`config.mk`:
```
export PLATFORM = sky130hd
export DESIGN_NAME = uart_program_loader
export DESIGN_NICKNAME = d
export VERILOG_FILES = /design/src/rtl/cpu_pkg.sv /design/src/rtl/uart_rx.sv /design/src/rtl/uart_program_loader.sv
export SDC_FILE = /design/constraint.sdc
export NUM_CORES = 1
export LEC_CHECK = 0
export ABC_AREA = 1
export BUFFER_PORTS_ARGS = -buffer_cell sky130_fd_sc_hd__buf_2
export CAP_MARGIN = 20
export CORE_ASPECT_RATIO = 0.7
export CORE_MARGIN = 2
export CORE_UTILIZATION = 55
export DETAILED_ROUTE_END_ITERATION = 8
export PLACE_DENSITY = 0.7
export SYNTH_ARGS = -nofsm -noshare
export SYNTH_HDL_FRONTEND = slang
export SYNTH_SLANG_ARGS = --single-unit
```
`constraint.sdc`:
```
create_clock -name clk -period 3.2 [get_ports clk]
set_input_delay 0.32 -clock clk [delete_from_list [all_inputs] [get_ports clk]]
set_output_delay 0.32 -clock clk [all_outputs]
set_load 0.005 [all_outputs]
```
`src/rtl/cpu_pkg.sv`:
```
// Shared types and sizes for the program RAM path and its serial loader.
package cpu_pkg;

  localparam int RAM_DEPTH = 16;
  localparam int ADDR_W    = 4;
  localparam int DATA_W    = 8;

  typedef enum logic [1:0] {
    IDLE   = 2'd0,
    DATA   = 2'd1,
    CHECK  = 2'd2,
    COMMIT = 2'd3
  } loader_state_t;

  typedef enum logic [1:0] {
    RX_IDLE  = 2'd0,
    RX_START = 2'd1,
    RX_BITS  = 2'd2,
    RX_STOP  = 2'd3
  } rx_state_t;

  // Clocks per bit, rounded to nearest.
  function automatic int baud_div(input int clk_hz, input int baud);
    return (clk_hz + (baud / 2)) / baud;
  endfunction

endpackage

```
`src/rtl/uart_rx.sv`:
```
// 8N1 UART receiver: 2-flop synchroniser, start-glitch rejection, centre sampling.
module uart_rx
  import cpu_pkg::*;
#(
  parameter int CLK_HZ = 27_000_000,
  parameter int BAUD   = 115_200
) (
  input  logic              clk,
  input  logic              rst_n,
  input  logic              rx,
  output logic              rx_valid,
  output logic [DATA_W-1:0] rx_byte,
  output logic              rx_ferr
);

  localparam int DIV   = baud_div(CLK_HZ, BAUD);
  localparam int HALF  = DIV / 2;
  localparam int CNT_W = $clog2(DIV + 1);
  localparam logic [CNT_W-1:0] DIV_LAST  = CNT_W'(DIV - 1);
  localparam logic [CNT_W-1:0] HALF_LAST = CNT_W'(HALF - 1);
  localparam logic [CNT_W-1:0] CNT_ONE   = CNT_W'(1);

  logic              sync1_r;
  logic              sync2_r;
  logic              prev_r;
  rx_state_t         state_r;
  logic [CNT_W-1:0]  cnt_r;
  logic [2:0]        bit_r;
  logic [DATA_W-1:0] shift_r;

  // Synchronise the raw line and keep one extra stage for edge detection.
  always_ff @(posedge clk or negedge rst_n) begin
    if (!rst_n) begin
      sync1_r <= 1'b1;
      sync2_r <= 1'b1;
      prev_r  <= 1'b1;
    end else begin
      sync1_r <= rx;
      sync2_r <= sync1_r;
      prev_r  <= sync2_r;
    end
  end

  // Bit-level receive FSM with registered one-cycle result pulses.
  always_ff @(posedge clk or negedge rst_n) begin
    if (!rst_n) begin
      state_r  <= RX_IDLE;
      cnt_r    <= '0;
      bit_r    <= 3'd0;
      shift_r  <= '0;
      rx_valid <= 1'b0;
      rx_byte  <= '0;
      rx_ferr  <= 1'b0;
    end else begin
      rx_valid <= 1'b0;
      rx_ferr  <= 1'b0;
      case (state_r)
        RX_IDLE: begin
          cnt_r <= '0;
          bit_r <= 3'd0;
          if (prev_r && !sync2_r) begin
            state_r <= RX_START;
          end
        end
        RX_START: begin
          // A start bit that is high again at mid-bit was only a glitch.
          if (cnt_r == HALF_LAST) begin
            cnt_r   <= '0;
            state_r <= sync2_r ? RX_IDLE : RX_BITS;
          end else begin
            cnt_r <= cnt_r + CNT_ONE;
          end
        end
        RX_BITS: begin
          if (cnt_r == DIV_LAST) begin
            cnt_r   <= '0;
            shift_r <= {sync2_r, shift_r[DATA_W-1:1]};
            bit_r   <= bit_r + 3'd1;
            if (bit_r == 3'd7) begin
              state_r <= RX_STOP;
            end
          end else begin
            cnt_r <= cnt_r + CNT_ONE;
          end
        end
        RX_STOP: begin
          if (cnt_r == DIV_LAST) begin
            cnt_r   <= '0;
            state_r <= RX_IDLE;
            if (sync2_r) begin
              rx_valid <= 1'b1;
              rx_byte  <= shift_r;
            end else begin
              rx_ferr <= 1'b1;
            end
          end else begin
            cnt_r <= cnt_r + CNT_ONE;
          end
        end
        default: state_r <= RX_IDLE;
      endcase
    end
  end

endmodule

```
`src/rtl/uart_program_loader.sv`:
```
// Serial program loader: receives SYNC + 16 bytes + checksum, then commits
// the buffered program to the program RAM as 16 back-to-back writes.
module uart_program_loader
  import cpu_pkg::*;
#(
  parameter int          CLK_HZ         = 27_000_000,
  parameter int          BAUD           = 115_200,
  parameter logic [7:0]  SYNC_BYTE      = 8'hA5,
  parameter int          TIMEOUT_CYCLES = 2_700_000
) (
  input  logic              clk,
  input  logic              rst_n,
  input  logic              uart_rx,
  input  logic              enable,
  output logic              load_active,
  output logic              wr_en,
  output logic [ADDR_W-1:0] wr_addr,
  output logic [DATA_W-1:0] wr_data,
  output logic              done,
  output logic              error
);

  localparam int TMO_W = $clog2(TIMEOUT_CYCLES + 1);
  localparam logic [TMO_W-1:0] TMO_LAST = TMO_W'(TIMEOUT_CYCLES - 1);
  localparam logic [TMO_W-1:0] TMO_ONE  = TMO_W'(1);
  localparam logic [ADDR_W-1:0] IDX_LAST = ADDR_W'(RAM_DEPTH - 1);

  logic              rx_valid_s;
  logic [DATA_W-1:0] rx_byte_s;
  logic              rx_ferr_s;
  logic [DATA_W-1:0] sum_next_s;

  loader_state_t     state_r;
  logic [ADDR_W-1:0] idx_r;
  logic [DATA_W-1:0] sum_r;
  logic [TMO_W-1:0]  tmo_r;
  logic [DATA_W-1:0] mem_r [RAM_DEPTH];

  uart_rx #(
    .CLK_HZ (CLK_HZ),
    .BAUD   (BAUD)
  ) u_rx (
    .clk      (clk),
    .rst_n    (rst_n),
    .rx       (uart_rx),
    .rx_valid (rx_valid_s),
    .rx_byte  (rx_byte_s),
    .rx_ferr  (rx_ferr_s)
  );

  assign sum_next_s = sum_r + rx_byte_s;

  // Frame buffer; contents are don't-care until a full frame has arrived.
  always_ff @(posedge clk) begin
    if ((state_r == DATA) && rx_valid_s) begin
      mem_r[idx_r] <= rx_byte_s;
    end
  end

  // Frame FSM with registered RAM-side outputs.
  always_ff @(posedge clk or negedge rst_n) begin
    if (!rst_n) begin
      state_r     <= IDLE;
      idx_r       <= '0;
      sum_r       <= '0;
      tmo_r       <= '0;
      load_active <= 1'b0;
      wr_en       <= 1'b0;
      wr_addr     <= '0;
      wr_data     <= '0;
      done        <= 1'b0;
      error       <= 1'b0;
    end else begin
      wr_en   <= 1'b0;
      wr_addr <= '0;
      wr_data <= '0;
      done    <= 1'b0;
      case (state_r)
        IDLE: begin
          idx_r <= '0;
          tmo_r <= '0;
          if (rx_valid_s && enable && (rx_byte_s == SYNC_BYTE)) begin
            state_r     <= DATA;
            sum_r       <= '0;
            error       <= 1'b0;
            load_active <= 1'b1;
          end
        end
        DATA, CHECK: begin
          if (!enable) begin
            state_r     <= IDLE;
            load_active <= 1'b0;
          end else if (rx_ferr_s) begin
            state_r     <= IDLE;
            load_active <= 1'b0;
            error       <= 1'b1;
          end else if (rx_valid_s) begin
            tmo_r <= '0;
            if (state_r == DATA) begin
              sum_r <= sum_next_s;
              idx_r <= idx_r + 4'd1;
              if (idx_r == IDX_LAST) begin
                state_r <= CHECK;
              end
            end else if (sum_next_s == 8'h00) begin
              state_r <= COMMIT;
              idx_r   <= '0;
            end else begin
              state_r     <= IDLE;
              load_active <= 1'b0;
              error       <= 1'b1;
            end
          end else if (tmo_r == TMO_LAST) begin
            state_r     <= IDLE;
            load_active <= 1'b0;
            error       <= 1'b1;
          end else begin
            tmo_r <= tmo_r + TMO_ONE;
          end
        end
        COMMIT: begin
          // The cycle after the last write closes the frame.
          if (wr_en && (wr_addr == IDX_LAST)) begin
            state_r     <= IDLE;
            done        <= 1'b1;
            load_active <= 1'b0;
          end else begin
            wr_en   <= 1'b1;
            wr_addr <= idx_r;
            wr_data <= mem_r[idx_r];
            idx_r   <= idx_r + 4'd1;
          end
        end
        default: begin
          state_r     <= IDLE;
          load_active <= 1'b0;
        end
      endcase
    end
  end

endmodule
```
# Yosys cells after proc, flatten, opt, wreduce, memory -nomap -nowiden
# Memory sizes are Yosys's and may differ from the RTL's.
# Index checks and enable logic that the tools add are counted.
[op_classes]
n_reduce_logical = 23
add_sub_neg = 5
muxes = 73
eq_ne = 34
[ops]
columns = ["op", "n"]
rows = [
  ["$mux 22", 4],
  ["$mux 8", 9],
  ["$pmux 22 s2", 1],
  ["$mux 4", 8],
  ["$mux 2", 15],
  ["$mux 1", 27],
  ["$pmux 8 s3", 1],
  ["$add 22x1->22 const B", 1],
  ["$eq 22x22->1 const B", 1],
  ["$eq 8x8->1 const B", 2],
  ["$pmux 8 s2", 1],
  ["$reduce_and 5->1", 3],
  ["$ne 2x1->1 const B", 6],
  ["$ne 2x2->1 const B", 6],
  ["$pmux 4 s3", 1],
  ["$reduce_and 6->1", 2],
  ["$ne 5x5->1 const B", 2],
  ["$add 8x1->8 const B", 1],
  ["$add 8x8->8", 1],
  ["$eq 2x2->1 const B", 4],
  ["$eq 4x4->1 const B", 2],
  ["$eq 8x7->1 const B", 1],
  ["$logic_not 8->1", 1],
  ["$ne 4x4->1 const B", 2],
  ["other kinds (23)", 33],
]
[totals]
regBits = 86
out_inout_bits = 16
mem_bits_rw = 128
memories = 1
input_bits = 4
word_cells = 156
[memory_table]
columns = ["name", "depth", "width", "read_ports", "rd_ports_with_merged_regs", "write_ports", "line_no", "source"]
rows = [
  ["mem_r", 16, 8, 1, 0, 1, "uart_program_loader.sv:37", "logic [DATA_W-1:0] mem_r [RAM_DEPTH];"],
]

# Longest topological paths before layout
[depth]
ltp_word = 8
depth_mapped = 16

# Hierarchy
# Synthesis repeated with hierarchy kept, for this count alone.
[hier_totals]
cells_unflattened = 984
area_unflattened_um2 = 9908.3
[modules_own_cells]
columns = ["module", "area_each_um2", "n_inst", "seq_area_each_um2", "cells_each"]
rows = [
  ["uart_program_loader", 8360.5, 1, 5144.9, 824],
  ["uart_rx", 1547.7, 1, 854.6, 160],
]

# Least setup slack after synthesis
# OpenSTA, ideal clock, no wires.
[synth_path]
path_kind = "register -> register"
startpoint = "register u_rx.rx_byte[0]"
endpoint = "register idx_r[1]"
slack_ps = 986
stages_incl_launch_ff = 17
arrival_ps = 2097
period_less_slack_ps = 2214
setup_ps = 117
path_cell_list = "dfrtp_1 -> ha_1 -> fa_1 -> nand2_1 -> nand2_1 -> nand3_1 -> nand2_1 -> nand2_1 -> nand2_1 -> nor2_1 -> nand2_1 -> nand2_1 -> nand2_1 -> nand2_2 -> nand2_2 -> nand2_1 -> nand2_1"
[synth_between]
elab_chain_len = 4
[synth_rtl]
columns = ["element", "line_no", "source"]
rows = [
  ["start: declaration", "uart_rx.sv:12", "output logic [DATA_W-1:0] rx_byte,"],
  ["start signal: assignment", "uart_rx.sv:92", "rx_byte <= shift_r;"],
  ["$add 8x8->8", "uart_program_loader.sv:51", "assign sum_next_s = sum_r + rx_byte_s;"],
  ["$logic_not 8->1", "uart_program_loader.sv:105", "end else if (sum_next_s == 8'h00) begin"],
  ["$ne 3x3->1 (no line)", "-", ""],
  ["$reduce_and 5->1 (no line)", "-", ""],
  ["end signal: assignment", "uart_program_loader.sv:101", "idx_r <= idx_r + 4'd1;"],
  ["end signal: assignment", "uart_program_loader.sv:131", "idx_r <= idx_r + 4'd1;"],
  ["end: declaration", "uart_program_loader.sv:34", "logic [ADDR_W-1:0] idx_r;"],
]
# Every way passes these cells.
# A chain may end at the register's enable or synchronous reset.

# Final worst setup path
[layout_path]
startpoint = "register state_r[0]"
endpoint = "register tmo_r[12]"
[layout_between]
elab_chain_len = 4
word_cells_on_any_way = 10
cone_classes = "eq/ne (5); mux (1); reduce/logical (4)"
[layout_rtl]
columns = ["element", "line_no", "source"]
rows = [
  ["start: declaration", "uart_program_loader.sv:33", "loader_state_t state_r;"],
  ["start signal: assignment", "uart_program_loader.sv:63", "state_r <= IDLE;"],
  ["start signal: assignment", "uart_program_loader.sv:83", "state_r <= DATA;"],
  ["start signal: assignment", "uart_program_loader.sv:91", "state_r <= IDLE;"],
  ["$eq 2x1->1 or $eq 2x2->1 (tied branches)", "uart_program_loader.sv:78", "case (state_r)"],
  ["$reduce_or 2->1", "uart_program_loader.sv:78", ""],
  ["$ne 3x2->1 (no line), or another cell as far along", "-", ""],
  ["$reduce_and 4->1 (no line)", "-", ""],
  ["end signal: assignment", "uart_program_loader.sv:118", "tmo_r <= tmo_r + TMO_ONE;"],
  ["end: declaration", "uart_program_loader.sv:36", "logic [TMO_W-1:0] tmo_r;"],
]
# Parallel ways exist; a longest one is shown, timed or not.

==> run_results.csv <==
group,metric,value,unit
cells_and_area,final_cell_mix,"nand2_1 (151), nor2_1 (146), edfxtp_1 (128)",
clock_tree,numClockSinks,214,
min_path,worstHoldPathType,"in2reg",
clock_tree,clockBufferDepth,3,
synthesis,ys_ff_latch,214,
sta,worst_pin_slew,0.8119,ns
min_path,worstHoldStart,"enable",
clock_tree,tritoncts,"done",
sta,setup_viol,0,
synthesis,ys_seq_area_frac,0.6202,
clock_tree,clkLatencyLatePin,0.49,ns
cells_and_area,utilization,0.6270,
cells_and_area,area_growth,11.25,%
power_and_ir_drop,power_leakage,0.004113,µW
worst_setup_path,cp_cell_sequence,"inv_1 -> ha_1 -> nand3_2 -> inv_1 -> a21oi_2 -> nor2_4 -> inv_1 -> nand2_4 -> clkinv_1 -> nor2_1 -> a21oi_1",
place,port_buffers,19,
worst_setup_path,path_max_fanout,24,
global_routing,grt_max_degree,46,
worst_setup_path,startpoint_type,"flip-flop",
synthesis,synth_area,9674,µm²
synthesis,synthCells,954,
synthesis,synth_top_family_by_area,"simple AND/OR/NAND/NOR gates",
worst_setup_path,worstSetupEndpointType,"flip-flop",
synthesis,yosys_warnings,0,
cells_and_area,final_cell_count_no_fill,1235,
synthesis,synth_compound_area_frac,0.1024,
synthesis,synthXorXnorAreaFrac,0.009053,
clock_tree,cts-root-buf,"clkbuf_16",
place,dp_slack,0.5853,ns
worst_setup_path,reg2regPathDepth,11,
drt,wire_per_inst,17.35,µm
drt,drt-total-wl,21420,µm
place,gp_congestion,0.9160,
clock_tree,clk_pin_slew,0.06,ns
die,fp.dieW,162.5,µm
die,row_count,40,
sta,final.min_clock_period,2.686,ns
worst_setup_path,worstPathArrival,3.06,ns
worst_setup_path,cpPeakStageDelay,0.53,ns
worst_setup_path,cpLargestDelayFamily,"simple AND/OR/NAND/NOR gates",
sta,fmax,372.3,MHz
die,die-area,18680,µm²
cells_and_area,layout-drive-gt1-share,0.1096,
place,placed_cells,1197,
synthesis,yosys.area_share.simple,0.1859,
cells_and_area,fin_nets,1019,
power_and_ir_drop,ir_worst_vdd,0.3831,mV
sta,rsz0062_at_grt,"false",
clock_tree,numCtsBuffers,20,
die,io_pins,20,
worst_setup_path,crit_top_cell,"inv_1",
worst_setup_path,critPathKind,"reg2reg",
synthesis,synth_nets,983,
global_routing,grt_overflow_total,0,
worst_setup_path,critPathBufInv,4,
sta,tns,0,ns
sta,hold_viol,0,
die,die_y,115.0,µm
synthesis,ys_types,45,
worst_setup_path,r2r_end,"tmo_r[12]",
global_routing,grt_pass1_vias,6394,
place,placed_area,10100,µm²
worst_setup_path,crit-reg2reg-launch,"state_r[0]",
sta,drv_slew,0,
drt,ant_nets,0,
die,coreArea,17170,µm²
power_and_ir_drop,pwr_density_cell,649.8,nW/µm²
die,start_util,0.5636,
drt,drc,0,
global_routing,grt_first_pass_wirelength,34670,µm
drt,viasPerCell,5.642,
sta,finalClockSkew,0.007731,ns
worst_setup_path,crit_required,3.58,ns
cells_and_area,layout.cells.most_common,"nand2_1",
worst_setup_path,r2r_setup_slack,0.51,ns
sta,maxSlewHeadroom,0.4568,
min_path,worstHoldPathCells,3,
synthesis,synth_adder_area_share,0.03311,
run,cap_violations,0,
worst_setup_path,cp_slowest_cell,"ha_1",
sta,fin_ws,0.5139,ns
run_status,status,"finished clean",
min_path,holdPathEnd,"tmo_r[1]",
synthesis,synth_mux_area_frac,0.001164,
cells_and_area,fill_cells,1329,
drt,first_pass_iters,5,
global_routing,grt_usage,0.2385,
cells_and_area,finalInstanceArea,10760,µm²
clock_tree,cts.repair.resized,0,
synthesis,syn_avg_cell_area,10.14,µm²
place,hpwl,14230,µm
sta,finalCritPeriodShare,0.8394,
drt,via_count,6968,
drt,drt-initial-drc-count,948,
cells_and_area,antenna-diode-count,0,
global_routing,antenna_found_initial,1,
clock_tree,cts-htree-levels,1,
-- worst min-delay path: cells and delay by family --
family,cells,cell delay (ns)
buffers and inverters,1,0.16
AOI/OAI and AO/OA,1,0.08
and+or+nand+nor,1,0.10
-- synth_stat cells, drive strengths merged --
master,count,share of area
a21oi,26,0.014
a22o,3,0.0027
a22oi,1,0.00078
a31oi,3,0.0019
a41oi,8,0.0072
and3,2,0.0018
buf,13,0.0075
clkbuf,18,0.0070
clkinv,3,0.0012
dfrtp,83,0.21
dfstp,3,0.0081
edfxtp,128,0.40
fa,1,0.0021
ha,24,0.031
inv,84,0.033
mux2,1,0.0012
nand2,157,0.064
nand3,59,0.032
nand3b,2,0.0016
nand4,14,0.0091
nor2,153,0.063
nor3,20,0.012
o211ai,1,0.0013
o21ai,99,0.052
o22ai,33,0.021
o31ai,1,0.00078
o41ai,1,0.00091
or2,3,0.0022
xnor2,3,0.0027
xor2,7,0.0063
-- power breakdown --
group / total (µW) / internal [µW] / switching [µW]
sequential: 3130 / 2990 / 144
combinational: 1550 / 414 / 1130
clock: 2320 / 1300 / 1020
-- metal layers --
metal | GRT usage | routed length (µm)
met5 | 0 | 0
met4 | 0.05664 | 421
met3 | 0.05267 | 1881
met2 | 0.3328 | 8579
met1 | 0.3805 | 10540
-- cell type report --
cell class | count | area, µm² | share of cell area
multi-input cells | 622 | 3208 | 0.2981
well taps | 231 | 289.0 | 0.02685
repair buffers | 45 | 297.8 | 0.02767
clock buffers | 24 | 536.8 | 0.04987
clock inverters | 12 | 103.9 | 0.009649
flip-flops and latches | 214 | 6001 | 0.5575
inverters | 87 | 326.6 | 0.03034
-- metrics by stage --
step | total power, µW | hold WS, ns
floorplan | 4253 | 0.02441
global placement | 4665 | 0.3457
detailed placement | 4689 | 0.3469
CTS | 7007 | 0.1948
global route | 7342 | 0.2326
finish | 6994 | 0.2116
-- timing repair --
item                                   4_1_cts  5_1_grt
hold buffers                                 2        0
endpoints found under the hold margin       41        0
setup buffers                                0        0
-- flip-flops by register name (all words and copies together), names as in the netlist, 2 cells and up, named ones only --
| name | flops |
|---|---|
| wr_addr | 4 |
| wr_data | 8 |
| idx_r | 4 |
| mem_r | 128 |
| u_rx.bit_r | 3 |
| u_rx.rx_byte | 8 |
| u_rx.cnt_r | 8 |
| u_rx.shift_r | 8 |
| state_r | 2 |
| sum_r | 8 |
| tmo_r | 22 |
-- logic make-up after synthesis --
| group | Yosys count |
|---|---|
| flip-flops | 214 |
| adder cells (fa/ha/maj) | 25 |
| multiplexers | 1 |
| XOR/XNOR | 10 |
| AND/OR/NAND/NOR | 410 |
| AO/OA/AOI/OAI | 176 |
| buffers and inverters | 118 |
-- worst max path at each step --
| stage | startpoint | endpoint | slack [ns] | depth (start not counted) |
|---|---|---|---|---|
| floorplan | u_rx.rx_byte[0] | idx_r[1] | 0.99 | 16 |
| global placement | state_r[0] | tmo_r[12] | 0.66 | 11 |
| detailed placement | state_r[0] | tmo_r[12] | 0.59 | 11 |
| CTS | state_r[0] | tmo_r[12] | 0.58 | 11 |
| global route | state_r[0] | tmo_r[12] | 0.31 | 11 |
| finish | state_r[0] | tmo_r[12] | 0.51 | 11 |
(Power assumes the default switching activity.)
